--- config.mk ---
export PLATFORM = sky130hd
export DESIGN_NAME = instr_fetch_unit
export DESIGN_NICKNAME = d
export VERILOG_FILES = /design/src/rtl/riscv_pkg.sv /design/src/rtl/fetch_fifo.sv /design/src/rtl/instr_fetch_unit.sv
export SDC_FILE = /design/constraint.sdc
export NUM_CORES = 1
export LEC_CHECK = 0
export ABC_AREA = 1
export BUFFER_PORTS_ARGS = -buffer_cell sky130_fd_sc_hd__buf_4
export CORE_MARGIN = 1.5
export CORE_UTILIZATION = 54
export CTS_CLUSTER_DIAMETER = 30
export DETAILED_ROUTE_END_ITERATION = 7
export PLACE_DENSITY = 0.76
export RECOVER_POWER = 100
export SLEW_MARGIN = 20
export SYNTH_ARGS = -nofsm -noshare
export SYNTH_HDL_FRONTEND = slang
export SYNTH_SLANG_ARGS = --single-unit
export TNS_END_PERCENT = 10
--- constraint.sdc ---
create_clock -name clk -period 4.45 [get_ports clk]
set_input_delay 0.2225 -clock clk [delete_from_list [all_inputs] [get_ports clk]]
set_output_delay 0.2225 -clock clk [all_outputs]
set_load 0.01 [all_outputs]
--- src/rtl/riscv_pkg.sv ---
`default_nettype none
// ============================================================================
// Package     : riscv_pkg
// Description : Shared fetch-path types and constants.
// Revision    : 1.0 - initial release
// ============================================================================
package riscv_pkg;

    localparam int          RV_XLEN   = 32;
    localparam logic [31:0] NOP_INSTR = 32'h0000_0013;

    typedef enum logic [1:0] {
        FS_BOOT  = 2'd0,
        FS_RUN   = 2'd1,
        FS_FLUSH = 2'd2
    } fetch_state_t;

    typedef struct packed {
        logic [31:0]        instr;
        logic [RV_XLEN-1:0] pc;
    } fetch_entry_t;

endpackage
`default_nettype wire

--- src/rtl/fetch_fifo.sv ---
`default_nettype none
// ============================================================================
// Module      : fetch_fifo
// Description : Synchronous FIFO of fetched {instr, pc} entries with flush.
// Revision    : 1.0 - initial release
// ============================================================================
module fetch_fifo
    import riscv_pkg::*;
#(
    parameter int DEPTH = 4
) (
    input  logic                   clk,
    input  logic                   rst,
    input  logic                   i_push,
    input  fetch_entry_t           i_data,
    input  logic                   i_pop,
    input  logic                   i_flush,
    output fetch_entry_t           o_head,
    output logic [$clog2(DEPTH):0] o_count,
    output logic                   o_full,
    output logic                   o_empty
);

    localparam int AW = $clog2(DEPTH);

    fetch_entry_t  r_mem [DEPTH];
    logic [AW-1:0] r_wr_ptr;
    logic [AW-1:0] r_rd_ptr;
    logic [AW:0]   r_count;
    logic          w_do_push;
    logic          w_do_pop;

    always_comb begin
        o_count   = r_count;
        o_full    = (r_count == (AW+1)'(DEPTH));
        o_empty   = (r_count == '0);
        o_head    = r_mem[r_rd_ptr];
        w_do_push = i_push & ~o_full;
        w_do_pop  = i_pop & ~o_empty;
    end

    // Flush wins over a same-cycle push or pop.
    always_ff @(posedge clk or posedge rst) begin
        if (rst) begin
            r_wr_ptr <= '0;
            r_rd_ptr <= '0;
            r_count  <= '0;
        end else if (i_flush) begin
            r_wr_ptr <= '0;
            r_rd_ptr <= '0;
            r_count  <= '0;
        end else begin
            if (w_do_push) r_wr_ptr <= r_wr_ptr + AW'(1);
            if (w_do_pop)  r_rd_ptr <= r_rd_ptr + AW'(1);
            r_count <= r_count + (AW+1)'(w_do_push) - (AW+1)'(w_do_pop);
        end
    end

    always_ff @(posedge clk) begin
        if (w_do_push && !i_flush) r_mem[r_wr_ptr] <= i_data;
    end

endmodule
`default_nettype wire

--- src/rtl/instr_fetch_unit.sv ---
`default_nettype none
// ============================================================================
// Module      : instr_fetch_unit
// Description : Instruction fetch front end: PC, imem requests, buffer, redirect.
// Revision    : 1.0 - initial release
// ============================================================================
module instr_fetch_unit
    import riscv_pkg::*;
#(
    parameter int              XLEN       = RV_XLEN,
    parameter logic [XLEN-1:0] RESET_PC   = '0,
    parameter int              FIFO_DEPTH = 4
) (
    input  logic            clk,
    input  logic            rst,
    output logic            imem_req_valid,
    input  logic            imem_req_ready,
    output logic [XLEN-1:0] imem_req_addr,
    input  logic            imem_rsp_valid,
    input  logic [31:0]     imem_rsp_data,
    input  logic            redirect_valid,
    input  logic [XLEN-1:0] redirect_pc,
    output logic            if_valid,
    input  logic            if_ready,
    output logic [31:0]     if_instr,
    output logic [XLEN-1:0] if_pc,
    output logic [XLEN-1:0] if_pc_plus4
);

    localparam int            CW      = $clog2(FIFO_DEPTH) + 1;
    localparam logic [CW:0]   c_DEPTH = (CW+1)'(FIFO_DEPTH);

    fetch_state_t    r_state;
    fetch_state_t    w_state_next;
    logic [XLEN-1:0] r_fetch_pc;
    logic [XLEN-1:0] r_rsp_pc;
    logic [XLEN-1:0] r_hold_addr;
    logic            r_hold;
    logic            r_hold_stale;
    logic [CW-1:0]   r_outstanding;
    logic [CW-1:0]   r_drop;

    logic [XLEN-1:0] w_target;
    logic            w_issue;
    logic            w_req_fire;
    logic            w_req_live;
    logic            w_hold_next;
    logic            w_rsp_drop;
    logic            w_push;
    logic            w_pop;
    logic [CW-1:0]   w_outstanding_next;
    logic [CW-1:0]   w_drop_next;
    fetch_entry_t    w_push_entry;
    fetch_entry_t    w_fifo_head;
    logic [CW-1:0]   w_fifo_count;
    logic            w_fifo_full;
    logic            w_fifo_empty;

    fetch_fifo #(
        .DEPTH (FIFO_DEPTH)
    ) u_fifo (
        .clk     (clk),
        .rst     (rst),
        .i_push  (w_push),
        .i_data  (w_push_entry),
        .i_pop   (w_pop),
        .i_flush (redirect_valid),
        .o_head  (w_fifo_head),
        .o_count (w_fifo_count),
        .o_full  (w_fifo_full),
        .o_empty (w_fifo_empty)
    );

    always_comb begin
        w_target = redirect_pc & ~XLEN'(3);
        // Buffered plus in-flight never exceeds the FIFO, so responses always fit.
        w_issue  = (r_state == FS_RUN) && !r_hold && !w_fifo_full &&
                   (({1'b0, w_fifo_count} + {1'b0, r_outstanding}) < c_DEPTH);

        imem_req_valid = r_hold | w_issue;
        imem_req_addr  = r_hold ? r_hold_addr : r_fetch_pc;
        w_req_fire     = imem_req_valid & imem_req_ready;
        w_req_live     = w_req_fire & ~(r_hold & r_hold_stale);
        w_hold_next    = imem_req_valid & ~imem_req_ready;

        w_rsp_drop = imem_rsp_valid & (redirect_valid | (r_drop != '0));
        w_push     = imem_rsp_valid & ~w_rsp_drop;
        w_pop      = if_valid & if_ready;

        w_push_entry.instr = imem_rsp_data;
        w_push_entry.pc    = r_rsp_pc;

        w_outstanding_next = r_outstanding + CW'(w_req_fire) - CW'(imem_rsp_valid);

        // On redirect every in-flight or still-held request belongs to the old stream.
        if (redirect_valid) begin
            w_drop_next = w_outstanding_next + CW'(w_hold_next);
        end else if (imem_rsp_valid && (r_drop != '0)) begin
            w_drop_next = r_drop - CW'(1);
        end else begin
            w_drop_next = r_drop;
        end

        w_state_next = r_state;
        case (r_state)
            FS_BOOT:  w_state_next = FS_RUN;
            FS_RUN:   if (redirect_valid && (w_drop_next != '0)) w_state_next = FS_FLUSH;
            FS_FLUSH: if (w_drop_next == '0) w_state_next = FS_RUN;
            default:  w_state_next = FS_BOOT;
        endcase

        if_valid    = ~w_fifo_empty;
        if_instr    = if_valid ? w_fifo_head.instr : NOP_INSTR;
        if_pc       = if_valid ? w_fifo_head.pc : r_rsp_pc;
        if_pc_plus4 = if_pc + XLEN'(4);
    end

    always_ff @(posedge clk or posedge rst) begin
        if (rst) begin
            r_state       <= FS_BOOT;
            r_fetch_pc    <= RESET_PC;
            r_rsp_pc      <= RESET_PC;
            r_hold_addr   <= RESET_PC;
            r_hold        <= 1'b0;
            r_hold_stale  <= 1'b0;
            r_outstanding <= '0;
            r_drop        <= '0;
        end else begin
            r_state       <= w_state_next;
            r_outstanding <= w_outstanding_next;
            r_drop        <= w_drop_next;
            r_hold        <= w_hold_next;
            r_hold_stale  <= w_hold_next & (redirect_valid | (r_hold & r_hold_stale));
            if (w_hold_next) r_hold_addr <= imem_req_addr;
            if (redirect_valid) begin
                r_fetch_pc <= w_target;
                r_rsp_pc   <= w_target;
            end else begin
                if (w_req_live) r_fetch_pc <= r_fetch_pc + XLEN'(4);
                if (w_push)     r_rsp_pc   <= r_rsp_pc + XLEN'(4);
            end
        end
    end

endmodule
`default_nettype wire

# Word-level counts from Yosys, hierarchy flattened

Memory sizes are Yosys's and may differ from the RTL's.
Cells that the tools add are included.

Register bits: 113
RAM bits: 256
Memories kept: 1

Memories:

| name         | words | bits a word | rd ports | clocked after Yosys merged registers in | write ports | RTL line         | source |
|---|---|---|---|---|---|---|---|
| u_fifo.r_mem | 4     | 64          | 1        | 0                                       | 1           | fetch_fifo.sv:26 | `fetch_entry_t r_mem [DEPTH];` |

Add/sub/neg operators: 12
Magnitude comparators: 1
Equal/unequal tests: 5
Mux-type cells: 19
Bitwise logic cells: 18
Reduce and logical (&&, ||, !) cells: 19

Operators by type and width:

| operator                                                               | number |
|---|---|
| 32-bit 2-to-1 mux                                                      | 7 |
| 32-bit by 3-bit adder with 32-bit output (second input constant)       | 3 |
| 2-bit 2-to-1 mux                                                       | 6 |
| 1-bit AND                                                              | 10 |
| 3-bit by 1-bit adder with 3-bit output                                 | 3 |
| 3-bit 2-to-1 mux                                                       | 3 |
| 2-bit nonzero test                                                     | 4 |
| 1-bit logical AND                                                      | 6 |
| 3-bit logical NOT                                                      | 2 |
| 2-bit case mux with 3 select lines                                     | 1 |
| 3-bit nonzero test                                                     | 2 |
| 3-bit by 1-bit subtractor with 3-bit output                            | 2 |
| 1-bit NOT                                                              | 5 |
| 2-bit by 1-bit adder with 2-bit output (second input constant)         | 2 |
| 3-bit by 3-bit adder with 4-bit output                                 | 1 |
| 4-bit by 3-bit < comparator with 1-bit output (second input constant)  | 1 |
| 3-bit equality test (second input constant)                            | 1 |
| 1-bit logical NOT                                                      | 3 |
| 1-bit OR                                                               | 3 |
| 3-bit by 1-bit subtractor with 3-bit output (second input constant)    | 1 |
| 2-bit by 1-bit equality test with 1-bit output (second input constant) | 1 |
| 2-bit equality test (second input constant)                            | 1 |
| 2-bit logical NOT                                                      | 1 |
| 1-bit 2-to-1 mux                                                       | 2 |
| other kinds (3)                                                        | 3 |

# Longest topological paths before layout

Depth in word-level cells: 14
Gate-level depth with buffers: 17
Gate-level depth less buffers: 17

# Modules after synthesis

From an unflattened synthesis, not the netlist that was laid out.

Cell total of the unflattened synthesis: 2034
Area total of the unflattened synthesis: 18245.0 um^2

By module, submodules not included:

| module           | instances | cells an instance | area each (um^2) | sequential area each (um^2) |
|---|---|---|---|---|
| fetch_fifo       | 1         | 683               | 9953.3           | 7862.5 |
| instr_fetch_unit | 1         | 1351              | 8291.7           | 2552.4 |

# Least setup slack after synthesis

Ideal clock, no wire load.

Path type: register to register
Start point: reg r_drop[0]
End point: mem u_fifo.r_mem[0][10] in the netlist's numbering (enable)
Arrival time: 3.854 ns
Path slack: 0.113 ns
Stages on the path, launching flop included: 9
Period minus slack after synthesis: 4.337 ns
Cells stage by stage: dfrtp_1 -> inv_1 -> ha_1 -> nand2_1 -> nor2_1 -> nand2_1 -> clkinv_1 -> nand2_1 -> nor2_1

Longest elaborated chain between the ends: 9

Ends and longest elaborated chain:

| item                                   | RTL line                | source |
|---|---|---|
| start, declared                        | instr_fetch_unit.sv:41  | `logic [CW-1:0] r_drop;` |
| start signal, assigned                 | instr_fetch_unit.sv:131 | `r_drop <= w_drop_next;` |
| 3-bit nonzero test                     | instr_fetch_unit.sv:86  | `w_rsp_drop = imem_rsp_valid & (redirect_valid \| (r_drop != '0));` |
| 1-bit OR                               | instr_fetch_unit.sv:86  |  |
| 1-bit AND                              | instr_fetch_unit.sv:86  |  |
| 1-bit NOT                              | instr_fetch_unit.sv:87  | `w_push = imem_rsp_valid & ~w_rsp_drop;` |
| 1-bit AND                              | instr_fetch_unit.sv:87  |  |
| 1-bit AND                              | fetch_fifo.sv:38        | `w_do_push = i_push & ~o_full;` |
| 1-bit logical AND                      | fetch_fifo.sv:60        | `if (w_do_push && !i_flush) r_mem[r_wr_ptr] <= i_data;` |
| 1-bit 2-to-1 mux                       | fetch_fifo.sv:60        |  |
| 1-bit 2-to-1 mux (implied by the code) | fetch_fifo.sv:60        |  |
| end, declared                          | fetch_fifo.sv:26        |  |

Every way passes these cells.

# Worst setup path after layout

Start point: reg r_drop[0]
End point: mem u_fifo.r_mem[1][12] in the netlist's numbering (enable)

The elaborated chain is that of the path after synthesis.

==> run_results.csv <==
group,metric,value,unit
run_status,status,"finished, violations left",
run_status,violations,"DRC, capacitance limit, slew limit",
clock_tree,clk_path_buf_depth,3,
global_route,overflow,0,
clock_tree,clock-sinks,357,
worst_setup_path,crit_chain,"inv_1 > ha_1 > nand2_1 > nor2_1 > nand2_1 > clkinv_1 > nand2_1 > nor2_1 > clkbuf_2",
sta,finalHoldViolCount,0,
floorplan,ios,200,
worst_setup_path,cp_max_fo,28,
sta,setup_viol,0,
placement,port_buffers,193,
floorplan,die_area,34820,sq um
hold_path,min_path_cells,3,
clock_tree,tritoncts,"done",
flow_run,cap_violations,4,
layout,instances_no_fill,2858,
worst_setup_path,cp_common_cell,"nand2_1",
layout,syn_to_final_growth,23.14,%
synthesis,mappedNetlistArea,18200,sq um
hold_path,min_path_type,"primary input to register",
layout,drive_above_1_share,10.95,%
worst_setup_path,cp.required,4630,ps
layout,layout.nets,2441,
detailed_routing,vias,15550,
synthesis,syn_inst,2090,
worst_setup_path,regToRegEndpoint,"u_fifo.r_mem[1][12]$_DFFE_PP_",
synthesis,synth_enable_flop_cells,248,
synthesis,ys_types,47,
sta,tightest_slew,2585,ps
worst_setup_path,critPathBufInv,3,
clock_tree,h-tree-depth,3,
clock_tree,root_buffer,"clkbuf_16",
synthesis,synth-async-reset-ratio,30.53,%
worst_setup_path,rr_startpoint,"r_drop[0]$_DFF_PP0_",
sta,post-route-min-period,4126,ps
worst_setup_path,cpPeakStageDelay,940,ps
placement,gp_congestion,0.9289,
sta,slew_violations,168,
layout,antenna_cells,0,
synthesis,synth_ff_type,"edfxtp_1",
global_route,grt_usage,28.54,%
floorplan,die_h,186.6,microns
detailed_routing,drt_iter0_markers,1424,
sta,rsz0062_at_grt,"no",
worst_setup_path,slowest_stage,"nor2_1",
sta,min_period_over_period,92.71,%
synthesis,yosysWarnings,0,
synthesis,seq_area_frac_synth,55.89,%
worst_setup_path,crit_family,"simple AND/OR/NAND/NOR gates",
detailed_routing,drt-vias-per-instance,5.440,
worst_setup_path,worst_r2r_path_depth,9,
floorplan,core-area,33360,sq um
clock_tree,ctsHoldBuffers,60,
detailed_routing,totalWireLength,49.85,mm
power_and_ir_drop,power.static_leakage,9.701,nW
worst_setup_path,crit_path_end_kind,"register",
detailed_routing,drc,2,
global_route,grt_pass1_wl,78.79,mm
sta,clock-skew-final,21.82,ps
synthesis,synthXorXnorAreaFrac,1.973,%
global_route,grt_pass1_vias,15020,
worst_setup_path,crit_arrival,4310,ps
floorplan,initial_core_util,54.56,%
placement,dpl.cell_count,2666,
clock_tree,insertion_delay,580,ps
clock_tree,cts_setup_buffers,0,
detailed_routing,drt_pass1_iterations,8,
hold_path,hold_start,"redirect_pc[12]",
synthesis,syn_avg_cell_area,8.710,sq um
synthesis,synth_compound_area_share,6.901,%
worst_setup_path,timing.reg2reg.setup_slack,320,ps
floorplan,die_width,186.6,microns
placement,dp_hpwl,31.40,mm
synthesis,synth_adder_area_share,1.388,%
layout,final_core_util,67.19,%
sta,slew_headroom,-73.28,%
global_route,grt_start_max_net_pins,70,
synthesis,synth-seq-cells,357,
floorplan,rows,67,
worst_setup_path,path_class,"register to register",
power_and_ir_drop,power_density,674.9,nW/um^2
hold_path,min_to,"r_fetch_pc[12]$_DFFE_PP0N_",
global_route,antenna_found_initial,0,
worst_setup_path,startpoint_type,"register",
detailed_routing,avgRoutedWirePerCell,17.44,microns
synthesis,synthSimpleGateAreaFrac,25.84,%
synthesis,synth_top_family_by_area,"simple AND/OR/NAND/NOR gates",
detailed_routing,drtAntennaViolNets,0,
clock_tree,numCtsBuffers,72,
clock_tree,path_clk_slew,50,ps
sta,max_freq,0.2424,GHz
clock_tree,cts_resized,0,
sta,setup-tns-final,0,ps
power_and_ir_drop,peakVddDrop,0.4591,mV
synthesis,synth_mux_area_share,0,%
[tightest hold or removal path, stage by stage]
cell	delay (ps)
buf_4	80
nand2_1	140
o211ai_1	130
[cells in the mapped netlist, types with 3 or more instances]
cell      number  area, sq um
buf_2         30        150.1
a31oi_1        8        50.05
buf_1         10        37.54
nor2_1       220        825.8
inv_2          3        11.26
buf_6          9        101.4
a21oi_1       44        220.2
xor2_1        37        324.1
xnor2_1        4        35.03
nor3_1        25        125.1
nand2_4        4        45.04
nor2_2        22        137.6
edfxtp_1     248         7447
inv_1        245        919.6
o21ai_0      127        635.6
nand2_2       38        237.7
dfrtp_1      109         2728
nand4_1       21        131.4
o21ai_1        3        15.01
clkbuf_1      29        108.9
o221ai_1       7        61.31
nand3_1      145        725.7
buf_4         10        75.07
o311ai_0       3        26.28
nor4_1         4        25.02
ha_1          17        212.7
nand3b_1       4        30.03
nand2_1      610         2290
o211ai_1      24        180.2
nor2_4         6        67.56
clkinv_1       3        11.26
[stage by stage]
step	cell area (sq um)	hold WS, ps	setup WS [ps]	total power [mW]
detailed placement	20020	395.5	1139	10.22
global route	22420	28.55	110.2	15.93
CTS	23060	14.18	476.1	15.66
global placement	20020	398.4	1188	10.10
finish	22420	33.48	324.4	15.13
floorplan	18220	321.4	113.2	7.964
[worst max path at each step]
stage | cells after the start | start | slack (ps) | end
3_3_place_gp | 15 | u_fifo.r_rd_ptr[0]$_DFFE_PP0P_ | 1190 | if_pc_plus4[24]
3_5_place_dp | 15 | u_fifo.r_rd_ptr[0]$_DFFE_PP0P_ | 1140 | if_pc_plus4[24]
6_report | 9 | r_drop[0]$_DFF_PP0_ | 320 | u_fifo.r_mem[1][12]$_DFFE_PP_
5_1_grt | 9 | r_drop[0]$_DFF_PP0_ | 110 | u_fifo.r_mem[1][10]$_DFFE_PP_
4_1_cts | 15 | u_fifo.r_rd_ptr[0]$_DFFE_PP0P_ | 480 | if_pc_plus4[24]
2_1_floorplan | 8 | r_drop[0]$_DFF_PP0_ | 110 | u_fifo.r_mem[0][10]$_DFFE_PP_
[metal layers]
layer | routed length, microns | share of wire (%) | up-vias | GRT usage (%)
met3 | 4424 | 8.9 | 122 | 5.529
met4 | 1491 | 3.0 | 0 | 11.23
li1 | - | - | 7331 | -
met1 | 20290 | 41 | 7328 | 37.34
met5 | 0 | 0 | - | 0
met2 | 23650 | 47 | 767 | 47.10
[cell usage in the layout (no fill, tap or decap), types with 5 or more instances in the layout]
cell | synthesis | layout
bufinv_16 | 0 | 8
dlygate4sd3_1 | 0 | 60
clkinv_1 | 3 | 6
o221ai_1 | 7 | 7
edfxtp_1 | 248 | 248
o211ai_1 | 24 | 24
nor2_1 | 220 | 229
clkinv_4 | 0 | 8
nor2_4 | 6 | 5
clkinv_2 | 0 | 13
o21ai_0 | 127 | 128
nand2_2 | 38 | 18
nand2_1 | 610 | 634
clkinvlp_4 | 0 | 5
inv_1 | 245 | 244
xor2_1 | 37 | 37
a21oi_1 | 44 | 44
buf_12 | 0 | 5
ha_1 | 17 | 17
clkbuf_16 | 0 | 72
inv_6 | 1 | 9
nor3_1 | 25 | 25
a31oi_1 | 8 | 8
nand4_1 | 21 | 21
dfrtp_1 | 109 | 107
nand3_1 | 145 | 146
clkbuf_1 | 29 | 128
buf_4 | 10 | 83
nor2_2 | 22 | 14
[registers in the layout (all words and copies together), names as in the netlist]
| name | count |
|---|---|
| r_fetch_pc | 30 |
| r_hold_stale | 1 |
| u_fifo.r_wr_ptr | 2 |
| r_rsp_pc | 30 |
| u_fifo.r_rd_ptr | 2 |
| r_drop | 3 |
| u_fifo.r_mem | 248 |
| r_state | 2 |
| r_hold | 1 |
| r_outstanding | 3 |
| r_hold_addr | 32 |
| u_fifo.o_count | 3 |
[kinds of logic after synthesis]
kind of cell               after synthesis
DFF                                    357
xor gates and xnor gates                41
AOI/OAI and AO/OA                      225
adders and majority gates               19
other                                    1
buffers and inverters                  342
and+or+nand+nor                       1105
[report_power, final]
group          leakage [nW]  total [mW]  switching (mW)  internal (mW)
Combinational          4.93        5.36            3.68           1.68
Clock                  1.19        5.34            1.81           3.53
Sequential             3.58        4.43           0.430           4.00
Total                  9.70        15.1            5.92           9.21
[area by class of cell]
cell class	instances	area (sq um)
Clock inverter	49	554.3
Inverter	252	952.2
Clock buffer	83	1883
Sequential cell	357	10180
Timing Repair Buffer	275	1813
Multi-Input combinational cell	1394	6474
Tap cell	448	560.5
Fill cell	2658	10950
Power figures use the tool's default switching activity.
